**src/rtl/control_sequencer.sv**
```systemverilog
// Multi-cycle FETCH/EXEC/MEM/HALT control unit for the 16-bit RISC core.
// Control outputs are registered from the next-state decode, so they are valid for the whole state.
module control_sequencer #(
  parameter logic [5:0] RESET_PC  = 6'd0,
  parameter logic [3:0] FS_PASS_A = 4'b0000
) (
  input  logic        clk,
  input  logic        reset,
  input  logic [15:0] imem_data,
  input  logic [5:0]  a_in,
  input  logic        N,
  input  logic        Z,
  output logic [5:0]  pc,
  output logic        MD,
  output logic        RW,
  output logic        ASEL,
  output logic [1:0]  MB,
  output logic [3:0]  FS,
  output logic [3:0]  SA,
  output logic [3:0]  DR,
  output logic [3:0]  BA,
  output logic [15:0] imdt,
  output logic        ram_we,
  output logic        halted
);

  typedef enum logic [1:0] {
    S_FETCH = 2'd0,
    S_EXEC  = 2'd1,
    S_MEM   = 2'd2,
    S_HALT  = 2'd3
  } state_t;

  state_t      state_q, state_d;
  logic [5:0]  pc_q, pc_d;
  logic [15:0] ir_q, ir_d;
  logic        md_q, md_d, rw_q, rw_d, asel_q, asel_d, we_q, we_d, halted_q, halted_d;
  logic [1:0]  mb_q, mb_d;
  logic [3:0]  fs_q, fs_d, sa_q, sa_d, dr_q, dr_d, ba_q, ba_d;
  logic [15:0] imdt_q, imdt_d;
  logic [3:0]  op_d;

  // Sequencing: state, program counter and instruction register.
  always_comb begin
    state_d = state_q;
    pc_d    = pc_q;
    ir_d    = ir_q;
    case (state_q)
      S_FETCH: begin
        ir_d    = imem_data;
        pc_d    = pc_q + 6'd1;
        state_d = S_EXEC;
      end
      S_EXEC: begin
        state_d = S_FETCH;
        case (ir_q[15:12])
          4'h9: state_d = S_MEM;
          4'hB: pc_d = ir_q[5:0];
          4'hC: if (Z) pc_d = ir_q[5:0]; else pc_d = pc_q;
          4'hD: if (N) pc_d = ir_q[5:0]; else pc_d = pc_q;
          4'hE: pc_d = a_in;
          4'hF: state_d = S_HALT;
          default: pc_d = pc_q;
        endcase
      end
      S_MEM:   state_d = S_FETCH;
      S_HALT:  state_d = S_HALT;
      default: state_d = S_FETCH;
    endcase
  end

  // Control decode for the state being entered, using the IR it will hold.
  always_comb begin
    op_d     = ir_d[15:12];
    md_d     = 1'b0;
    rw_d     = 1'b0;
    asel_d   = 1'b0;
    mb_d     = 2'd0;
    fs_d     = 4'd0;
    sa_d     = 4'd0;
    dr_d     = 4'd0;
    ba_d     = 4'd0;
    imdt_d   = 16'h0000;
    we_d     = 1'b0;
    halted_d = 1'b0;
    case (state_d)
      S_EXEC: begin
        sa_d = ir_d[7:4];
        dr_d = ir_d[11:8];
        ba_d = ir_d[3:0];
        case (op_d)
          4'h8: begin
            imdt_d = {8'h00, ir_d[7:0]};
            mb_d   = 2'd1;
            rw_d   = 1'b1;
          end
          4'h9: rw_d = 1'b0;
          4'hA: we_d = 1'b1;
          4'hB: begin
            mb_d = 2'd2;
            rw_d = 1'b1;
          end
          4'hC, 4'hD: begin
            sa_d = ir_d[11:8];
            fs_d = FS_PASS_A;
          end
          4'hE: fs_d = FS_PASS_A;
          4'hF: rw_d = 1'b0;
          default: begin
            fs_d = {1'b0, op_d[2:0]};
            rw_d = 1'b1;
          end
        endcase
      end
      S_MEM: begin
        sa_d = ir_d[7:4];
        dr_d = ir_d[11:8];
        ba_d = ir_d[3:0];
        md_d = 1'b1;
        rw_d = 1'b1;
      end
      S_HALT:  halted_d = 1'b1;
      default: halted_d = 1'b0;
    endcase
  end

  // State and registered control outputs; reset aborts any in-flight instruction.
  always_ff @(posedge clk or posedge reset) begin
    if (reset) begin
      state_q  <= S_FETCH;
      pc_q     <= RESET_PC;
      ir_q     <= 16'h0000;
      md_q     <= 1'b0;
      rw_q     <= 1'b0;
      asel_q   <= 1'b0;
      mb_q     <= 2'd0;
      fs_q     <= 4'd0;
      sa_q     <= 4'd0;
      dr_q     <= 4'd0;
      ba_q     <= 4'd0;
      imdt_q   <= 16'h0000;
      we_q     <= 1'b0;
      halted_q <= 1'b0;
    end else begin
      state_q  <= state_d;
      pc_q     <= pc_d;
      ir_q     <= ir_d;
      md_q     <= md_d;
      rw_q     <= rw_d;
      asel_q   <= asel_d;
      mb_q     <= mb_d;
      fs_q     <= fs_d;
      sa_q     <= sa_d;
      dr_q     <= dr_d;
      ba_q     <= ba_d;
      imdt_q   <= imdt_d;
      we_q     <= we_d;
      halted_q <= halted_d;
    end
  end

  assign pc     = pc_q;
  assign MD     = md_q;
  assign RW     = rw_q;
  assign ASEL   = asel_q;
  assign MB     = mb_q;
  assign FS     = fs_q;
  assign SA     = sa_q;
  assign DR     = dr_q;
  assign BA     = ba_q;
  assign imdt   = imdt_q;
  assign ram_we = we_q;
  assign halted = halted_q;

endmodule

```
**config.mk**
```make
export PLATFORM = sky130hd
export DESIGN_NAME = control_sequencer
export DESIGN_NICKNAME = d
export VERILOG_FILES = /design/src/rtl/control_sequencer.sv
export SDC_FILE = /design/constraint.sdc
export NUM_CORES = 1
export LEC_CHECK = 0
export CELL_PAD_IN_SITES_DETAIL_PLACEMENT = 1
export CELL_PAD_IN_SITES_GLOBAL_PLACEMENT = 2
export CORE_ASPECT_RATIO = 1.75
export CORE_UTILIZATION = 31
export CTS_BUF_LIST = sky130_fd_sc_hd__clkbuf_16
export CTS_CLUSTER_SIZE = 20
export DETAILED_ROUTE_END_ITERATION = 12
export PLACE_DENSITY_LB_ADDON = 0.1
export SLEW_MARGIN = 20
export SYNTH_ARGS = -nofsm -noshare
export SYNTH_HDL_FRONTEND = slang
export SYNTH_SLANG_ARGS = --single-unit
```
**constraint.sdc**
```tcl
create_clock -name clk -period 2.6 [get_ports clk]
set_input_delay 0.52 -clock clk [delete_from_list [all_inputs] [get_ports clk]]
set_output_delay 0.52 -clock clk [all_outputs]
set_load 0.005 [all_outputs]
```
==> metrics.txt, run 1 <==
outcome=completed; final hold violation count=0; unrepaired setup endpoints after global routing=false; GRT Total Usage=17.2%; GPL Wtd Cong=0.722; antenna cells=0; TritonCTS clock tree=yes; Tmin final=1930 ps; first-pass GRT wire length=10100 um; power per cell area=1100 nW/um2; DRC=0; Placement Rows=42; final worst setup slack=666 ps; post-route cell area=3190 um2; Gates resized, CTS repair=0; synthesized instance count=226; post-route setup TNS=0 ps; Post-Syn Area per Cell=10.6 um2; area leader, netlist=dfrtp_1; WS Path Type=flip-flop to flip-flop; initial core utilization=32.0%; Ys Warns=0; Vias/cell=4.69; peak supply drop=0.000386 V; fraction of layout cells with a size suffix above 1=9.34%; mux contribution to synthesized area=5.78%; Root Buffer=clkbuf_16; XOR/XNOR Fraction of Synth Area=1.09%; simple-gate area share of the yosys netlist=20.6%; #FFs+latches synth=53; Synth area leaders=dfrtp_1, nand2_1, mux2i_1, buf_4, and2_1; post-CTS setup buffers=0; Area growth syn-to-layout=32.8%; hold buffer count at CTS=0; CP peak stage delay=690 ps; Slew headroom=56.9%; grt total ovfl=0; post-synth cell types=45; antenna violations before repair=0; number of flops mapped to enable cells by yosys=0; clock-pin slew on the worst setup and hold paths=70 ps; sequential share of the synthesized area=55.2%; WHS=469 ps; count leader, synth=nand2_1; DR iter-0 viols=115; Post-Syn Area=2400 um2; worst slew pin tran=643 ps; clk sinks=53; IO buf count=60; main flop type after synthesis=dfrtp_1; largest net degree at the start of global routing=23; Async SR Flop Fraction=100%; clk_lat worst skew=290 ps; chip width=68.5 um; final core utilization=42.4%; final setup fails=0; Detail Route Antenna Nets=0; max-slew violations=0; period utilisation layout=74.4%; Min-Delay Path Class=flip-flop to flip-flop; CTS H-Tree Depth=2; CP endpoint kind=flip-flop; Post-DP HPWL=4540 um; Leakage Power=0.00148 uW; largest family of logic cells by synthesized area=simple AND/OR/NAND/NOR gates; IO Pins=71; crit path max fanout=9; drt total wl=6120 um; Slowest cell on crit path=dfrtp_1; required time of the critical path=2780 ps; top cell family by delay on the critical path=flip-flops; clk buf depth=2; fill count=871; Wirelength per Cell=16.2 um; cells along the critical path=nand2_1 -> a211oi_2 -> nor2_2 -> mux2_1; Die H=118 um; Fmax achieved=0.517 GHz; Num CTS Buffers=5; dpl cell area=3050 um2; Synth top area share=55.2%; vias in the first global route=1880; CORE AREA=7510 um2; vias=1769; Compound-Gate Fraction of Synth Area=10.3%; Die ar.=8110 um2; Max Cap Viol=0; Synth Area in Adders=0.521%; DR pass1 iterations=4; CP arrival=2110 ps; commonest cells in the netlist=nand2_1, dfrtp_1, buf_4; worst slack, placed=442 ps; CP Launch Type=flip-flop; Net count, final=315; crit path buf inv count=0; clk_skew=5.59 ps
-- kinds of logic after synthesis --
family	after synthesis
flops	53
xor+xnor	3
buf+inv	24
other cells	1
compound gates	33
simple gates	98
fa+ha+maj	1
mux	13
-- final cells by class --
cell class              instances  area, um2  share of cell area (%)
clock buffers                   5        125                    3.92
clock inverters                 3       13.8                   0.432
inverters                       5       18.8                   0.589
multi-input cells             158        956                    30.0
flip-flops and latches         53       1330                    41.6
well taps                      88        110                    3.45
repair buffers                 65        638                    20.0
-- tightest hold or removal path, delay by kind of cell, from the launching register on --
family,cells,cell delay [ps]
DFF,1,320
and+or+nand+nor,2,120
-- placed cells by master (no fill, tap or decap), types with 2 or more instances in the layout --
cell type / instances
nor3_1: 4
nor4_4: 2
nor2_1: 7
nand3_1: 4
o211ai_1: 3
mux2_2: 2
dfrtp_1: 53
nand2b_1: 4
mux2i_1: 9
conb_1: 10
a21oi_1: 10
buf_4: 5
o21ai_0: 9
xor2_1: 2
and2_1: 9
clkinv_2: 2
nand2_1: 57
clkdlybuf4s50_1: 60
inv_1: 5
clkbuf_16: 5
and3_1: 2
-- routing by layer --
metal | global-route usage (%) | wire [um]
met1 | 21.5 | 2610
met2 | 28.6 | 3240
met3 | 3.38 | 162
met4 | 5.47 | 96
met5 | 0 | 0
-- path summary, 6_finish.rpt --
check,startpoint,endpoint,slack [ps],cells after the start
max,ir_q[13],pc[1],670,4
min,ir_q[8],ir_q[8],470,2
max reg2reg,ir_q[13],pc[1],670,4
min reg2reg,ir_q[8],ir_q[8],470,2
max in group asynchronous,reset,state_q[1],1430,3
min in group asynchronous,reset,DR[3],560,2
-- sequential cells by signal, indices dropped and copies added (netlist names) --
register / flops
DR: 4
MB: 2
ram_we: 1
SA: 4
FS: 3
halted: 1
imdt: 8
ir_q: 16
MD: 1
state_q: 2
pc: 6
RW: 1
BA: 4
-- stage by stage --
step	std cells	power, uW
6_report	377	3520
5_1_grt	377	3810
4_1_cts	377	3600
3_5_place_dp	369	2940
3_3_place_gp	369	2920
2_1_floorplan	235	2300
-- power by group --
group | total, uW | switching (uW) | internal (uW)
combinational | 1480 | 764 | 716
clock | 639 | 289 | 350
sequential | 1400 | 281 | 1120
total | 3520 | 1330 | 2180
(Power assumes the default switching activity.)
==> run 2, diff against run 1 <==
Settings changed: CORE_UTILIZATION 31 to 26.
Clock period 2.6 ns to 1.6 ns, I/O delays scaled along.
==> metrics.txt, run 2 (synthesized netlist as in run 1, its figures left out) <==
peak supply drop=0.000555 V; DRC=0; Detail Route Antenna Nets=0; vias=1918; IO buf count=60; Root Buffer=clkbuf_16; crit path max fanout=6; clk_skew=6.39 ps; antenna violations before repair=0; dpl cells=426; chip width=74.6 um; initial core utilization=26.6%; max-slew violations=0; TritonCTS clock tree=yes; GRT Total Usage=15.7%; Net count, final=342; Post-DP HPWL=5180 um; Leakage Power=0.00164 uW; unrepaired setup endpoints after global routing=true; GPL Wtd Cong=0.737; period utilisation layout=99.8%; final core utilization=38.9%; WS Path Type=flip-flop to flip-flop; CP Launch Type=flip-flop; clk sinks=53; Max Cap Viol=0; CP endpoint kind=flip-flop; IO Pins=71; max reg flops=16; required time of the critical path=1790 ps; Fmax achieved=0.626 GHz; total power=6440 uW; Die ar.=9640 um2; post-route setup TNS=0 ps; clk_lat worst skew=300 ps; final hold violation count=0; clk buf depth=2; antenna cells=0; Final Non-Filler Cells=436; clock-pin slew on the worst setup and hold paths=70 ps; WHS=339 ps; fill count=1038; final setup fails=0; Die H=129 um; Tmin final=1600 ps; hold buffer count at CTS=0; DR pass1 iterations=4; Num CTS Buffers=5; vias in the first global route=2175; drt total wl=6800 um; commonest cells after routing, fill and taps aside=clkdlybuf4s50_1, nand2_1, dfrtp_1; CTS H-Tree Depth=2; Min-Delay Path Class=input pin to asynchronous set/reset pin; DR iter-0 viols=89; CP arrival=1780 ps; CORE AREA=9040 um2; Vias/cell=4.40; Wirelength per Cell=15.6 um; first-pass GRT wire length=11100 um; largest register by flop count=ir_q; fraction of layout cells with a size suffix above 1=19.0%; largest net degree at the start of global routing=26; Area growth syn-to-layout=46.3%; outcome=completed; grt total ovfl=0; most common cell after layout, fill and taps aside=clkdlybuf4s50_1; Placement Rows=46; power per cell area=1830 nW/um2
[run 2: cell count changes in the layout (fill, tap and decap cells not counted), sizes merged]
cell / change
clkinvlp: +1
buf: +27
inv: -1
bufinv: +1
clkinv: -1
[run 2: area by class of cell]
type                       count  area [um2]  share of cell area (%)
timing repair buffer          92         866                    24.7
clock inverter                 3        42.5                    1.21
clock buffer                   5         125                    3.56
inverter                       5        22.5                   0.641
tap                          120         150                    4.28
multi-input combinational    158         976                    27.8
sequential                    53        1330                    37.9
[run 2: metal layers]
metal | share of wire (%) | wire, um | up-vias | track usage [%]
met5 | 0 | 0 | - | 0
met4 | 2.4 | 165 | 0 | 7.21
met3 | 2.9 | 200 | 9 | 2.88
met2 | 54 | 3660 | 40 | 27.2
met1 | 41 | 2770 | 957 | 18.3
li1 | - | - | 912 | -
[run 2: through the flow]
stage / setup slack [ps] / area, um2
after floorplan: -15.1 / 2440
after global placement: -275 / 3310
after detailed placement: -272 / 3310
after CTS: -19.4 / 3510
after global routing: -62.9 / 3510
final: 3.74 / 3510
[run 2: power breakdown]
group          internal (uW)  total [uW]  switching, uW
sequential              1830        2180            357
combinational           1540        3020           1470
clock                    736        1240            502
total                   4100        6440           2330
[run 2: worst paths after layout]
check / from / endpoint / slack (ps) / cells after the start
max: ir_q[14] / pc[0] / 4 / 5
min: reset / ir_q[15] / 340 / 2
max reg2reg: ir_q[14] / pc[0] / 4 / 5
min reg2reg: ir_q[11] / ir_q[11] / 480 / 2
max in group asynchronous: reset / ir_q[2] / 850 / 3
min in group clk: ir_q[11] / ir_q[11] / 480 / 2
[run 2: what timing repair did]
item | CTS | global route
setup buffers | 2 | 0
hold endpoints to repair | 0 | 0
endpoints found under the setup margin | 8 | 18
gates cloned | 0 | 0
pin swaps | 0 | 2
resized for setup | 5 | 3
[run 2: critical path, stage by stage, from the launching register on]
cell	delay, ps
dfrtp_1	470
and4b_2	270
a211oi_2	300
buf_4	180
nor3_1	40
a221oi_1	230
==> run 3, diff against run 2 <==
Settings changed: CORE_UTILIZATION 26 to 29, GPL_TIMING_DRIVEN set to 0.
Clock period 1.6 ns to 1.5 ns, I/O delays scaled along.
==> metrics.txt, run 3 (synthesized netlist as in run 1, its figures left out) <==
WHS=387 ps; WS Path Type=flip-flop to flip-flop; CP Launch Type=flip-flop; worst slew pin tran=541 ps; chip width=70.8 um; antenna cells=0; failing checks=setup timing; required time of the critical path=1680 ps; DR iter-0 viols=59; Post-DP HPWL=4760 um; CP endpoint kind=flip-flop; IO Pins=71; largest net degree at the start of global routing=33; Net count, final=356; vias in the first global route=2036; IO buf count=60; CTS H-Tree Depth=2; Die ar.=8660 um2; CP arrival=1820 ps; peak supply drop=0.000871 V; Num CTS Buffers=5; final setup fails=9; final worst setup slack=-138 ps; Tmin final=1640 ps; Multi-input gate area=1110 um2; final hold violation count=0; max-slew violations=0; power per cell area=2030 nW/um2; clock-pin slew on the worst setup and hold paths=70 ps; hold buffer count at CTS=0; GPL Wtd Cong=0.746; vias=1980; dpl cells=386; fraction of layout cells with a size suffix above 1=28.9%; worst slack, placed=-472 ps; outcome=finished with violations; Die H=122 um; clk sinks=53; Worst setup startpoint=ir_q[12]; clk_lat worst skew=290 ps; Area growth syn-to-layout=55.8%; TritonCTS clock tree=yes; Register Area=1330 um2; grt total ovfl=0; Slew headroom=63.9%; Vias/cell=4.73; CORE AREA=7960 um2; fill count=891; Detail Route Antenna Nets=0; initial core utilization=30.2%; Root Buffer=clkbuf_16; largest register by flop count=ir_q; drt total wl=6750 um; commonest cells after routing, fill and taps aside=clkdlybuf4s50_1, dfrtp_1, nand2_1; Min-Delay Path Class=input pin to flip-flop; DR pass1 iterations=6; Max Cap Viol=0; crit path max fanout=5; Leakage Power=0.00177 uW; FF-to-FF Start=ir_q[12]; first-pass GRT wire length=10600 um; clk_skew=7.21 ps; Final Non-Filler Cells=419; Wirelength per Cell=16.1 um; Fmax achieved=0.610 GHz; unrepaired setup endpoints after global routing=true; Placement Rows=43; hold_sp=imem_data[15]; clk buf depth=2; DRC=0; max reg flops=16; most common cell after layout, fill and taps aside=clkdlybuf4s50_1; GRT Total Usage=16.3%; period utilisation layout=109%; total power=7610 uW; antenna violations before repair=0
-- run 3: cell count changes in the layout (fill, tap and decap cells not counted), moves of 4 or more --
cell and delta:
a21oi_1 -7, a21oi_2 +6, buf_6 +6, nand2_1 -10, nand2_2 +8, o21ai_0 -5, o21ai_1 +4
-- run 3: worst paths after layout --
| path | cells after the start | to | slack [ps] |
|---|---|---|---|
| setup / recovery | 6 | pc[1] | -140 |
| max in group asynchronous | 3 | ir_q[5] | 570 |
| min in group asynchronous | 2 | FS[0] | 410 |
| hold / removal | 2 | FS[2] | 390 |
| setup reg to reg | 6 | pc[1] | -140 |
| hold reg to reg | 2 | ir_q[9] | 490 |
-- run 3: what timing repair did --
item	in CTS	in global routing
buffers inserted	18	8
endpoints found under the setup margin	48	34
pin swaps	8	7
resized for setup	24	38
-- run 3: where the power goes --
part	internal [uW]	leakage, uW	switching [uW]
combinational	2220	0.00102	2070
sequential	1940	0.000684	268
clock	604	0.0000633	507
-- run 3: through the flow --
step	util, %	TNS (ps)	instance area [um2]
6_report	47.0	-625	3740
5_1_grt	47.0	-1300	3740
4_1_cts	44.5	-1220	3540
3_5_place_dp	39.9	-13200	3180
3_3_place_gp	39.7	-20930	3160
2_1_floorplan	-	-343	2450
-- run 3: area by class of cell --
type / instances / area share (%)
Clock buffer: 5 / 3.34
Buffer: 19 / 4.68
Inverter: 5 / 0.702
Sequential cell: 53 / 35.5
Tap cell: 90 / 3.01
Multi-Input combinational cell: 158 / 29.6
Timing Repair Buffer: 87 / 22.9
Clock inverter: 2 / 0.301
-- run 3: worst max-delay path, stage by stage, from the launching register on --
cell and delay, ps:
dfrtp_1 370, buf_6 130, mux2_4 300, o41ai_4 190
buf_4 200, nor2_4 40, mux2_4 290
-- run 3: per-layer routing --
| layer | vias up | part of all wire (%) | track usage [%] |
|---|---|---|---|
| met5 | - | 0 | 0 |
| met3 | 6 | 2.1 | 2.71 |
| met2 | 32 | 56 | 30.6 |
| met1 | 1002 | 40 | 18.4 |
| met4 | 0 | 1.3 | 5.25 |
| li1 | 940 | - | - |
